`src/rtl/proc_pkg.sv`:
```
// Shared definitions for the lab processor control path: opcodes, ALU selects,
// FSM state encoding and instruction field positions.
package proc_pkg;

  localparam logic [3:0] OP_NOOP  = 4'h0;
  localparam logic [3:0] OP_STORE = 4'h1;
  localparam logic [3:0] OP_LOAD  = 4'h2;
  localparam logic [3:0] OP_ADD   = 4'h3;
  localparam logic [3:0] OP_SUB   = 4'h4;
  localparam logic [3:0] OP_HALT  = 4'h5;

  localparam logic [2:0] ALU_PASS = 3'b000;
  localparam logic [2:0] ALU_ADD  = 3'b001;
  localparam logic [2:0] ALU_SUB  = 3'b010;

  typedef enum logic [2:0] {
    S_INIT,
    S_FETCH,
    S_DECODE,
    S_LOAD_A,
    S_LOAD_B,
    S_STORE,
    S_ALU,
    S_HALT
  } state_t;

  // Instruction field slices (16-bit instruction format)
  localparam int OPC_MSB   = 15;
  localparam int OPC_LSB   = 12;
  localparam int LDADR_MSB = 11;
  localparam int LDADR_LSB = 4;
  localparam int STADR_MSB = 7;
  localparam int STADR_LSB = 0;
  localparam int RHI_MSB   = 11;
  localparam int RHI_LSB   = 8;
  localparam int RMID_MSB  = 7;
  localparam int RMID_LSB  = 4;
  localparam int RLO_MSB   = 3;
  localparam int RLO_LSB   = 0;

endpackage

```
`src/rtl/processor_controller.sv`:
```
// Fetch/decode/execute sequencer for the lab processor. Outputs are decoded
// from the state register and ir; only imem_ready feeds outputs directly.
module processor_controller
  import proc_pkg::*;
#(
  parameter int IR_W  = 16,
  parameter int DA_W  = 8,
  parameter int RA_W  = 4,
  parameter int ALU_W = 3
) (
  input  logic             clock,
  input  logic             clear_n,
  input  logic             run,
  input  logic             imem_ready,
  input  logic [IR_W-1:0]  ir,
  output logic             pc_clear,
  output logic             pc_up,
  output logic             imem_rd,
  output logic             ir_load,
  output logic [DA_W-1:0]  d_addr,
  output logic             d_rd,
  output logic             d_wr,
  output logic             rf_s,
  output logic [RA_W-1:0]  rf_w_addr,
  output logic             rf_w_wr,
  output logic [RA_W-1:0]  rf_ra_addr,
  output logic [RA_W-1:0]  rf_rb_addr,
  output logic [ALU_W-1:0] alu_s,
  output logic             halted,
  output logic             illegal
);

  state_t     state;
  state_t     nxt;
  logic       illegal_q;
  logic [3:0] opcode;

  assign opcode  = ir[OPC_MSB:OPC_LSB];
  assign illegal = illegal_q;

  always_ff @(posedge clock or negedge clear_n) begin
    if (!clear_n) begin
      state     <= S_INIT;
      illegal_q <= 1'b0;
    end else begin
      state <= nxt;
      if (state == S_DECODE && opcode > OP_HALT)
        illegal_q <= 1'b1;
    end
  end

  always_comb begin
    nxt = state;
    case (state)
      S_INIT:   if (run) nxt = S_FETCH;
      S_FETCH:  if (imem_ready) nxt = S_DECODE;
      S_DECODE: begin
        case (opcode)
          OP_NOOP:        nxt = S_FETCH;
          OP_STORE:       nxt = S_STORE;
          OP_LOAD:        nxt = S_LOAD_A;
          OP_ADD, OP_SUB: nxt = S_ALU;
          default:        nxt = S_HALT;
        endcase
      end
      S_LOAD_A: nxt = S_LOAD_B;
      S_LOAD_B: nxt = S_FETCH;
      S_STORE:  nxt = S_FETCH;
      S_ALU:    nxt = S_FETCH;
      S_HALT:   nxt = S_HALT;
      default:  nxt = S_INIT;
    endcase
  end

  // Decoding from the async-reset state register makes strobes drop the
  // moment clear_n falls, so no partial memory/register write can complete.
  always_comb begin
    pc_clear   = 1'b0;
    pc_up      = 1'b0;
    imem_rd    = 1'b0;
    ir_load    = 1'b0;
    d_addr     = '0;
    d_rd       = 1'b0;
    d_wr       = 1'b0;
    rf_s       = 1'b0;
    rf_w_addr  = '0;
    rf_w_wr    = 1'b0;
    rf_ra_addr = '0;
    rf_rb_addr = '0;
    alu_s      = ALU_W'(ALU_PASS);
    halted     = 1'b0;
    case (state)
      S_INIT:  pc_clear = 1'b1;
      S_FETCH: begin
        imem_rd = 1'b1;
        ir_load = imem_ready;
        pc_up   = imem_ready;
      end
      S_LOAD_A: begin
        d_rd   = 1'b1;
        d_addr = DA_W'(ir[LDADR_MSB:LDADR_LSB]);
      end
      S_LOAD_B: begin
        d_rd      = 1'b1;
        d_addr    = DA_W'(ir[LDADR_MSB:LDADR_LSB]);
        rf_s      = 1'b1;
        rf_w_wr   = 1'b1;
        rf_w_addr = RA_W'(ir[RLO_MSB:RLO_LSB]);
      end
      S_STORE: begin
        d_wr       = 1'b1;
        d_addr     = DA_W'(ir[STADR_MSB:STADR_LSB]);
        rf_ra_addr = RA_W'(ir[RHI_MSB:RHI_LSB]);
      end
      S_ALU: begin
        rf_ra_addr = RA_W'(ir[RMID_MSB:RMID_LSB]);
        rf_rb_addr = RA_W'(ir[RLO_MSB:RLO_LSB]);
        rf_w_addr  = RA_W'(ir[RHI_MSB:RHI_LSB]);
        rf_w_wr    = 1'b1;
        alu_s      = (opcode == OP_SUB) ? ALU_W'(ALU_SUB) : ALU_W'(ALU_ADD);
      end
      S_HALT:  halted = 1'b1;
      default: ;
    endcase
  end

endmodule

```
`config.mk`:
```
export PLATFORM = sky130hd
export DESIGN_NAME = processor_controller
export DESIGN_NICKNAME = d
export VERILOG_FILES = /design/src/rtl/proc_pkg.sv /design/src/rtl/processor_controller.sv
export SDC_FILE = /design/constraint.sdc
export NUM_CORES = 1
export LEC_CHECK = 0
export BUFFER_PORTS_ARGS = -buffer_cell sky130_fd_sc_hd__buf_2
export CAP_MARGIN = 15
export CORE_MARGIN = 8
export CORE_UTILIZATION = 32
export CTS_BUF_LIST = sky130_fd_sc_hd__clkbuf_8 sky130_fd_sc_hd__clkbuf_16
export DETAILED_ROUTE_END_ITERATION = 6
export MAX_ROUTING_LAYER = met4
export PLACE_DENSITY_LB_ADDON = 0.12
export SKIP_LAST_GASP = 1
export SLEW_MARGIN = 20
export SYNTH_ARGS = -nofsm -noshare
export SYNTH_HDL_FRONTEND = slang
export SYNTH_SLANG_ARGS = --single-unit
```
`constraint.sdc`:
```
create_clock -name clock -period 1.4 [get_ports clock]
set_clock_uncertainty 0.15 [all_clocks]
set_input_delay 0.07 -clock clock [delete_from_list [all_inputs] [get_ports clock]]
set_output_delay 0.07 -clock clock [all_outputs]
set_load 0.1 [all_outputs]
```
==> impl_results.md, run 1 <==
- Cell types with the largest area share after synthesis: sky130_fd_sc_hd__a22o_1, sky130_fd_sc_hd__dfrtp_1, sky130_fd_sc_hd__buf_6, sky130_fd_sc_hd__mux2i_1, sky130_fd_sc_hd__and2_1
- Sequential cell area fraction in the yosys report: 0.175
- FP Rows: 15
- Post-synthesis instance area: 573 um^2
- Cells after Synth: 68
- Total of cells resized after clock tree synthesis: 31
- Port bufs: slightly above 50
- Top-area cell type share of the netlist area: 0.183
- Total clock sinks: 4
- Hold Buf Count CTS: 1
- Placed cell areas: about 1600 um^2
- Maximum root-to-sink buffer count: 2
- Status: aborted with a tool error
- Number of buffers inserted during clock tree synthesis: 3
- Die span in y: 58.3 um
- Top cell type by total area after synthesis: sky130_fd_sc_hd__a22o_1
- Register bit count reported by yosys: 4
- CTS Root Cell: sky130_fd_sc_hd__clkbuf_8
- Most instantiated flip-flop cell in the synthesis netlist: sky130_fd_sc_hd__dfrtp_1
- Top Ports: 53
- Starting Density: 0.336
- Step where the flow halted: clock tree synthesis (4_1_cts)
- Depth of the CTS H-tree: 1
- Synth unique cells: 29
- Final GP Congestion: 0.764
- DP Wirelength: 2540 um
- Asr flop ratio synth: 1.00
- Number of setup buffers added after CTS: 6
- YS warnings: 0
- Number of synthesized flops with an enable pin: 0
- Post-synth net total: ~90
- Number of placed instances, taps included: 153
- Horizontal extent of the die: ~60 um
- Synth Area per Inst: roughly 8.4 um^2
- First Err: [ERROR DPL-0038] Utilization greater than 100%, impossible to legalize
[through the flow]
stage	setup WS [ns]	TNS, ns	hold WS, ns
floorplan	-0.935	-10.22	-0.376
global placement	-0.0408	-0.356	-0.273
detailed placement	-0.125	-1.85	-0.267
[cells in the mapped netlist, types with 2 or more instances]
| cell | n |
|---|---|
| sky130_fd_sc_hd__nor3_1 | 3 |
| sky130_fd_sc_hd__buf_6 | 4 |
| sky130_fd_sc_hd__nor3b_1 | 2 |
| sky130_fd_sc_hd__nand2_1 | 2 |
| sky130_fd_sc_hd__a21oi_1 | 2 |
| sky130_fd_sc_hd__nand2b_1 | 2 |
| sky130_fd_sc_hd__or3_1 | 2 |
| sky130_fd_sc_hd__and2_1 | 5 |
| sky130_fd_sc_hd__nor2_1 | 6 |
| sky130_fd_sc_hd__dfrtp_1 | 4 |
| sky130_fd_sc_hd__a21o_1 | 2 |
| sky130_fd_sc_hd__buf_4 | 3 |
| sky130_fd_sc_hd__mux2i_1 | 4 |
| sky130_fd_sc_hd__a22o_1 | 12 |
[kinds of logic after synthesis]
| group | after synthesis | share of synthesized area |
|---|---|---|
| AOI/OAI and AO/OA | 21 | 0.303 |
| buffers and inverters | 9 | 0.133 |
| DFF | 4 | 0.175 |
| muxes | 4 | 0.0699 |
| other | 1 | 0.00654 |
| and+or+nand+nor | 29 | 0.312 |
==> run 2, diff against run 1 <==
- CORE_AREA: default -> 8 8 69 71
- CORE_MARGIN: 8 -> default
- CORE_UTILIZATION: 32 -> default
- CTS_BUF_LIST: sky130_fd_sc_hd__clkbuf_8 sky130_fd_sc_hd__clkbuf_16 -> default
- DIE_AREA: default -> 0 0 77 79
- MAX_ROUTING_LAYER: met4 -> default
- PLACE_DENSITY_LB_ADDON: 0.12 -> 0.15
- clock period: 1.4 -> 1.8 ns (I/O delays scaled with it)
==> run 2 against run 1 <==
Net effect: the run now ends clean; synthesized cell count is the same; synthesized area is the same.
==> impl_results.md, run 2 <==
- Status: completed
- Most frequent cells in the layout: sky130_fd_sc_hd__buf_12, sky130_fd_sc_hd__buf_2, sky130_fd_sc_hd__buf_4
- Fin. max-slew vios: 0
- Cells after Synth: 68 (unchanged)
- Maximum fanout count along the critical path: 9
- Die span in y: 79 um (+35%)
- Most instantiated flip-flop cell in the synthesis netlist: sky130_fd_sc_hd__dfrtp_1
- Number of synthesized flops with an enable pin: 0 (unchanged)
- Initial antenna violation count: 0
- FP Rows: 23 (+8)
- Post-synth net total: 88 (unchanged)
- Asr flop ratio synth: 1.00 (unchanged)
- Most instantiated library cell after synthesis: sky130_fd_sc_hd__a22o_1
- Area growth syn-to-layout: 185%
- Crit-path slowest cell: sky130_fd_sc_hd__dfrtp_2
- DRC violation total after the first TritonRoute iteration: 28
- Count of final setup violators: 0
- Horizontal extent of the die: 77 um (+32%)
- CTS tree: done
- Tmin final: 1.76 ns
- Top cells by instance count after synthesis: sky130_fd_sc_hd__a22o_1, sky130_fd_sc_hd__nor2_1, sky130_fd_sc_hd__and2_1
- Maximum root-to-sink buffer count: 2 (unchanged)
- Total overflow reported by the global router: 0
- Unrepaired setup endpoints after global routing: true
- Period utilisation layout: 0.977
- Register bit count reported by yosys: 4 (unchanged)
- Number of buffers inserted during clock tree synthesis: 3 (unchanged)
- Via count: 783
- Top reg by flops: state
- Top cell type by total area after synthesis: sky130_fd_sc_hd__a22o_1
- Fin. Hold Viols: 0
- Starting Density: 0.151 (-0.185)
- Drt drc: 0
- Die Outline Area: 6080 um^2
- Total Wirelength: roughly 2700 um
- DP Wirelength: 2270 um (-11%)
- Sequential cell area fraction in the yosys report: 0.175 (unchanged)
- Fmax: 569 MHz
- Post-detailed-route wirelength per cell: about 15 um
- Minimum hold slack: roughly 0.055 ns
- Post-Layout Cell Count: between 150 and 200
- Cell mode on critical path: sky130_fd_sc_hd__buf_12
- MaxCap Viol Count: 0
- Gr usage total: 0.0893
- Final TNS setup: 0 ns
- Kind of path behind the tightest hold check: in2async
- Port bufs: 51 (unchanged)
- Depth of the CTS H-tree: 1 (unchanged)
- Final nets: around 160
- Startpoint type of the worst setup path: register
- Worst endpoint required time: 1.56 ns
- Fill cell total of the finished layout: 388
- Setup slack of the most critical reg-to-reg path: 0.37 ns
- Worst path max stage delay: 0.43 ns
- First drt pass iteration count: 2
- Type of the worst setup path: reg2out
- Antenna cells: 0
- Synth Area per Inst: 8.43 um^2 (unchanged)
- Post-synthesis instance area: 573 um^2 (unchanged)
- Top Ports: 53 (unchanged)
- Number of global-route vias before repair: between 800 and 900
- Cell types with the largest area share after synthesis: sky130_fd_sc_hd__a22o_1, sky130_fd_sc_hd__dfrtp_1, sky130_fd_sc_hd__buf_6, sky130_fd_sc_hd__mux2i_1, sky130_fd_sc_hd__and2_1
- Most frequent standard cell in the layout excluding fill and tap cells: sky130_fd_sc_hd__buf_12
- Number of flip-flops in the largest register: 3
- List of cells traversed by the critical path: buf_6 > nand3b_1 > o21ai_4 > buf_12 > a22o_4 > buf_12
- Clock-pin slew of the registers on the worst-case setup and hold paths: 0.03 ns
- Largest net degree at the start of global routing: 14
- Final GP Congestion: 0.673 (-12%)
- Global-route wire length before repair: 4370 um
- Number of placed instances, taps included: 168 (+9.8%)
- Insertion delay to the later sink of the worst-skew pair: 0.22 ns
- Top-area cell type share of the netlist area: 0.183 (unchanged)
- Synth unique cells: 29 (unchanged)
- Signal arrival time at the worst endpoint: 1.52 ns
- Via/cell ratio: 4.28
- CTS Root Cell: sky130_fd_sc_hd__clkbuf_8
- YS warnings: 0 (unchanged)
- Buffers & Inverters on Critical Path: 3
- Fin util: 0.430
- Type of destination of the critical path: output pin
- Total clock sinks: 4 (unchanged)
- Area inside the core boundary: approximately 3800 um^2
- Fraction of final layout cells with drive strength greater than 1: 0.722
- Count of antenna-violating nets left after detailed routing: 0
- Family with the most delay on the worst path: buffers and inverters
-- run 2: cell counts after synthesis --
Identical to the previous run, type by type.
-- run 2: per-layer routing --
metal / vias up / GRT usage / part of all wire
met1: 360 / 0.0887 / 0.38
met5: - / 0 / 0
li1: 376 / - / -
met4: 0 / 0.0340 / 0.0087
met3: 2 / 0.0621 / 0.15
met2: 45 / 0.144 / 0.46
-- run 2: per-stage QoR --
step	cell area, um^2	setup WS [ns]
5_1_grt	1630	-0.0266
3_5_place_dp	1480	0.103
3_3_place_gp	1480	0.165
6_report	1630	0.0422
4_1_cts	1570	-0.0126
2_1_floorplan	734	-0.555
-- run 2: path summary, 6_finish.rpt --
| check | from | to | cells after the start |
|---|---|---|---|
| max | state[1]$_DFFE_PN0P_ | d_addr[0] | 6 |
| min | clear_n | illegal$_DFFE_PN0P_ | 2 |
| max reg2reg | state[0]$_DFFE_PN0P_ | state[0]$_DFFE_PN0P_ | 4 |
| min reg2reg | illegal$_DFFE_PN0P_ | illegal$_DFFE_PN0P_ | 1 |
| max in group asynchronous | clear_n | state[2]$_DFFE_PN0P_ | 2 |
| min in group clock | ir[15] | illegal$_DFFE_PN0P_ | 3 |
-- run 2: final cells by class --
| type | count | area, um^2 | area share |
|---|---|---|---|
| timing repair buffer | 70 | 882 | 0.541 |
| sequential | 4 | 103 | 0.0629 |
| clock buffer | 3 | 41.3 | 0.0253 |
| tap | 50 | 62.6 | 0.0383 |
| multi-input combinational | 55 | 539 | 0.331 |
| inverter | 1 | 3.75 | 0.00230 |
-- run 2: repair_timing --
item,in CTS,in global routing
hold endpoints to repair,4,0
setup buffers,3,9
hold buffers,1,0
setup endpoints to repair,13,17
pin swaps,2,1
gates resized for setup,1,2
-- run 2: logic make-up (layout without fill, tap and decap cells) --
group | Yosys count | in the layout | synth area share
flops | 4 | 4 | 0.175
mux | 4 | 4 | 0.0699
buf+inv | 9 | 74 | 0.133
other cells | 1 | 1 | 0.00654
simple gates | 29 | 29 | 0.312
compound gates | 21 | 21 | 0.303
-- run 2: worst reg2reg max path: cells and delay by family, from the launching register on --
kind                   cells  cell delay [ns]
flip-flops                 1             0.42
AND/OR/NAND/NOR            1             0.34
AO/OA/AOI/OAI              2             0.20
buffers and inverters      1             0.19
Power of run 2 is left out: the tool's default activity adds up to more than one toggle a clock period on the data nets, which glitch-free logic cannot reach.
==> run 3, diff against run 2 <==
- PLACE_DENSITY_LB_ADDON: 0.15 -> 0.12
- clock period: 1.8 -> 1.4 ns (I/O delays scaled with it)
==> run 3 against run 2 <==
Net effect: the flow now finishes with violations (negative setup slack); first-iteration DRC count decreased by 29%; critical path depth decreased by 2; setup slack got worse by 0.31 ns.
==> impl_results.md, run 3 (synthesis gave the netlist of run 2 again) <==
- Status: complete, but fails checks
- Violations in the final reports: negative setup slack
- Total clock sinks: 4 (unchanged)
- Number of buffers inserted during clock tree synthesis: 3 (unchanged)
- Number of flip-flops in the largest register: 3 (unchanged)
- Fraction of final layout cells with drive strength greater than 1: 0.837 (+0.115)
- Count of antenna-violating nets left after detailed routing: 0 (unchanged)
- Most frequent cells in the layout: sky130_fd_sc_hd__buf_12, sky130_fd_sc_hd__buf_2, sky130_fd_sc_hd__buf_4
- Type of the worst setup path: reg2out
- Clock-pin slew of the registers on the worst-case setup and hold paths: 0.03 ns (about the same)
- Fmax: 601 MHz
- Most frequent standard cell in the layout excluding fill and tap cells: sky130_fd_sc_hd__buf_12
- Largest net degree at the start of global routing: 10 (-4)
- Die Outline Area: 6080 um^2 (unchanged)
- Fin. max-slew vios: 0 (unchanged)
- Drt drc: 0 (unchanged)
- Final nets: 157 (+1.3%)
- CTS Root Cell: sky130_fd_sc_hd__clkbuf_8
- Signal arrival time at the worst endpoint: 1.44 ns (-0.08 ns)
- DRC violation total after the first TritonRoute iteration: 20 (-29%)
- Unrepaired setup endpoints after global routing: true
- Via count: 783 (unchanged)
- Total Wirelength: 2630 um (-0.94%)
- Depth of the CTS H-tree: 1 (unchanged)
- Fill cell total of the finished layout: 381 (-1.8%)
- FP Rows: 23 (unchanged)
- Die span in y: 79 um (unchanged)
- Gr usage total: 0.0846 (-0.00466)
- Initial antenna violation count: 0 (unchanged)
- Maximum fanout count along the critical path: 6 (-3)
- Port bufs: 51 (unchanged)
- Starting Density: 0.151 (unchanged)
- First drt pass iteration count: 4 (+2)
- Maximum root-to-sink buffer count: 2 (unchanged)
- Count of final setup violators: 33 (+33)
- Via/cell ratio: 4.23 (-1.1%)
- Fin. Hold Viols: 0 (unchanged)
- MaxCap Viol Count: 0 (unchanged)
- Total overflow reported by the global router: 0 (unchanged)
- Area growth syn-to-layout: 206%
- Startpoint type of the worst setup path: register
- Antenna cells: 0 (unchanged)
- CTS tree: done
- Top Ports: 53 (unchanged)
- Insertion delay to the later sink of the worst-skew pair: 0.22 ns (about the same)
- Final GP Congestion: 0.739 (+9.8%)
- DP Wirelength: 2210 um (-2.8%)
- Minimum hold slack: 0.0380 ns (-0.0171 ns)
- Type of destination of the critical path: output pin
- Area inside the core boundary: 3800 um^2 (unchanged)
- Horizontal extent of the die: 77 um (unchanged)
- Post-layout worst setup margin: -0.265 ns (-0.307 ns)
- Worst endpoint required time: 1.18 ns (-0.38 ns)
- Global-route wire length before repair: 4260 um (-2.5%)
- Period utilisation layout: 1.19
- Setup slack of the most critical reg-to-reg path: -0.08 ns (-0.45 ns)
- Post-detailed-route wirelength per cell: 14.2 um (-2.0%)
- Number of global-route vias before repair: 844 (-2.7%)
- Kind of path behind the tightest hold check: in2async
- Top reg by flops: state
- Tmin final: ~1.7 ns
==> run 3: layout make-up <==
| class | instances | area, um^2 | share of cell area |
|---|---|---|---|
| Clock buffer | 3 | 41.3 | 0.0235 |
| Tap cell | 50 | 62.6 | 0.0356 |
| Multi-Input combinational cell | 56 | 623 | 0.355 |
| Timing Repair Buffer | 71 | 918 | 0.523 |
| Sequential cell | 4 | 103 | 0.0584 |
| Inverter | 1 | 7.51 | 0.00428 |
==> run 3: timing repair <==
action | 4_1_cts | 5_1_grt
gates cloned | 1 | 0
pin swaps | 6 | 2
hold buffers | 1 | 0
setup buffers | 2 | 2
hold endpoints to repair | 4 | 0
resized for setup | 7 | 8
endpoints found under the setup margin | 31 | 33
==> run 3: per-layer routing <==
metal	routed length (um)	up-vias	GRT usage
li1	-	385	-
met1	939	379	0.0876
met2	1550	19	0.162
met3	141	0	0.0248
met4	0	0	0.0226
met5	0	-	0
==> run 3: critical path, cell delays in order, from the launching register on <==
cell and delay (ns):
sky130_fd_sc_hd__dfrtp_1 0.40, sky130_fd_sc_hd__buf_6 0.14, sky130_fd_sc_hd__and3b_2 0.25, sky130_fd_sc_hd__a22o_4 0.27
sky130_fd_sc_hd__buf_12 0.16
==> run 3: path summary, 6_finish.rpt <==
path	startpoint	to	depth (start not counted)
setup / recovery	state[0]$_DFFE_PN0P_	rf_ra_addr[1]	4
hold / removal	clear_n	illegal$_DFFE_PN0P_	2
setup reg to reg	state[0]$_DFFE_PN0P_	state[1]$_DFFE_PN0P_	5
hold reg to reg	illegal$_DFFE_PN0P_	illegal$_DFFE_PN0P_	1
max in group asynchronous	clear_n	state[2]$_DFFE_PN0P_	2
min in group clock	ir[13]	state[0]$_DFFE_PN0P_	3
==> run 3: per-stage QoR <==
stage               instances  utilization  area (um^2)  TNS, ns  worst slack (ns)
global route              185        0.462         1760    -8.40            -0.324
floorplan                  68            -          795   -10.22            -0.935
finish                    185        0.462         1760    -6.39            -0.265
detailed placement        177        0.425         1620    -1.95            -0.127
global placement          177        0.425         1620    -1.47           -0.0971
CTS                       184        0.451         1710    -7.04            -0.283
Power of run 3 is left out for the same reason.
==> run 4, diff against run 3 <==
- GPL_TIMING_DRIVEN: default -> 0
- clock period: 1.4 -> 1.52 ns (I/O delays scaled with it)
==> run 4 against run 3 <==
Net effect: the run still ends with negative setup slack left; register-to-register slack gained 0.02 ns; sequential share of layout area shrank 0.88 points; critical path depth is 2 higher.
==> impl_results.md, run 4 (synthesis gave the netlist of run 2 again) <==
- Tmin final: 1.77 ns
- DP Wirelength: 1970 um (-11%)
- Total clock sinks: 4 (unchanged)
- Initial antenna violation count: 0 (unchanged)
- Maximum fanout count along the critical path: 7 (+1)
- Number of global-route vias before repair: 932 (+10%)
- Most frequent standard cell in the layout excluding fill and tap cells: sky130_fd_sc_hd__buf_12
- Global-route wire length before repair: 4710 um (+11%)
- Worst slew pin tran: 0.745 ns
- Fin. max-slew vios: 0 (unchanged)
- Top reg by flops: state
- Fin. Hold Viols: 0 (unchanged)
- Worst endpoint required time: 1.29 ns (+0.11 ns)
- Clock-pin slew of the registers on the worst-case setup and hold paths: 0.03 ns (about the same)
- Largest net degree at the start of global routing: 11 (+1)
- Number of buffers inserted during clock tree synthesis: 3 (unchanged)
- Setup slack of the most critical reg-to-reg path: -0.06 ns (+0.02 ns)
- Via/cell ratio: 4.36 (+2.9%)
- Post-detailed-route wirelength per cell: 16.1 um (+13%)
- Seq. cell area: 100 um^2 (-2.4%)
- Status: complete, but fails checks
- Violations in the final reports: negative setup slack
- First drt pass iteration count: 4 (unchanged)
- Via count: 871 (+11%)
- Fill cell total of the finished layout: 349 (-8.4%)
- Type of destination of the critical path: output pin
- Kind of path behind the tightest hold check: in2async
- Die span in y: 79 um (unchanged)
- Antenna cells: 0 (unchanged)
- Insertion delay to the later sink of the worst-skew pair: 0.21 ns (about the same)
- CTS Root Cell: sky130_fd_sc_hd__clkbuf_8
- Final nets: 172 (+9.6%)
- Starting Density: 0.151 (unchanged)
- Minimum hold slack: 0.0496 ns (+0.0116 ns)
- Maximum root-to-sink buffer count: 2 (unchanged)
- Port bufs: 51 (unchanged)
- CTS tree: done
- Startpoint of the most critical register-to-register path: state[0]$_DFFE_PN0P_
- Post-layout worst setup margin: -0.254 ns (+0.0109 ns)
- MaxCap Viol Count: 0 (unchanged)
- Period utilisation layout: 1.17
- Total Wirelength: 3220 um (+22%)
- Top Ports: 53 (unchanged)
- Unrepaired setup endpoints after global routing: true
- Signal arrival time at the worst endpoint: 1.55 ns (+0.11 ns)
- Drt drc: 0 (unchanged)
- Most frequent cells in the layout: sky130_fd_sc_hd__buf_12, sky130_fd_sc_hd__buf_2, sky130_fd_sc_hd__buf_4
- Area inside the core boundary: 3800 um^2 (unchanged)
- Count of antenna-violating nets left after detailed routing: 0 (unchanged)
- Worst r2r path cells: 6 (+1)
- Die Outline Area: 6080 um^2 (unchanged)
- RR Endpoint: state[1]$_DFFE_PN0P_
- Type of the worst setup path: reg2out
- Fmax: 564 MHz
- Depth of the CTS H-tree: 1 (unchanged)
- Number of flip-flops in the largest register: 3 (unchanged)
- Start point of the critical path: state[0]$_DFFE_PN0P_
- Fraction of final layout cells with drive strength greater than 1: 0.840 (+0.00296)
- Final GP Congestion: 0.663 (-10%)
- Slew Limit Headroom: 0.496
- Combined area of the multi-input logic cells: 654 um^2 (+5.0%)
- Total overflow reported by the global router: 0 (unchanged)
- Gr usage total: 0.0956 (+0.0110)
- Area growth syn-to-layout: 252%
- FP Rows: 23 (unchanged)
- Crit path capture: d_addr[4]
- Horizontal extent of the die: 77 um (unchanged)
- Startpoint type of the worst setup path: register
- DRC violation total after the first TritonRoute iteration: 4 (-80%)
- Count of final setup violators: 31 (-6.1%)
## run 4: repair_timing
| action | CTS | global route |
|---|---|---|
| pin swaps | 8 | 11 |
| resized for setup | 121 | 28 |
| buffers inserted | 12 | 15 |
| gates cloned | 0 | 1 |
| setup endpoints to repair | 31 | 33 |
| hold endpoints to repair | 4 | 0 |
| hold buffers | 1 | 0 |
## run 4: layout make-up
class	count	share of cell area
repair buffers	79	0.517
clock buffers	3	0.0205
well taps	50	0.0310
flip-flops and latches	4	0.0496
multi-input cells	55	0.324
inverters	1	0.00186
plain buffers	8	0.0558
## run 4: metrics by stage
stage | cells | utilization | instance area (um^2) | setup WS [ns] | setup TNS (ns)
finish | 200 | 0.531 | 2020 | -0.254 | -5.13
global route | 200 | 0.531 | 2020 | -0.314 | -6.85
CTS | 185 | 0.459 | 1740 | -0.243 | -4.34
detailed placement | 169 | 0.289 | 1100 | -0.391 | -7.12
global placement | 169 | 0.289 | 1100 | -0.380 | -6.86
floorplan | 68 | - | 778 | -0.821 | -7.37
## run 4: layer usage
| layer | vias to the layer above | global-route usage | wire, um |
|---|---|---|---|
| li1 | 415 | - | - |
| met1 | 425 | 0.101 | 1210 |
| met2 | 31 | 0.177 | 1800 |
| met3 | 0 | 0.0316 | 205 |
| met4 | 0 | 0.0283 | 0 |
| met5 | - | 0 | 0 |
## run 4: worst min path at each step
stage                     startpoint                   end  depth (start not counted)
after floorplan              clear_n   illegal$_DFFE_PN0P_                          0
after global placement       clear_n   illegal$_DFFE_PN0P_                          1
after detailed placement     clear_n   illegal$_DFFE_PN0P_                          1
after CTS                    clear_n  state[0]$_DFFE_PN0P_                          2
after global routing         clear_n   illegal$_DFFE_PN0P_                          2
final                        clear_n   illegal$_DFFE_PN0P_                          2
## run 4: critical path: stages (launching register included)
cell                        delay (ns)
sky130_fd_sc_hd__dfrtp_1          0.39
sky130_fd_sc_hd__buf_6            0.15
sky130_fd_sc_hd__nand3b_1         0.14
sky130_fd_sc_hd__o21ai_4          0.10
sky130_fd_sc_hd__clkbuf_16        0.17
sky130_fd_sc_hd__a22o_4           0.23
sky130_fd_sc_hd__buf_12           0.16
Power of run 4 is left out for the same reason.
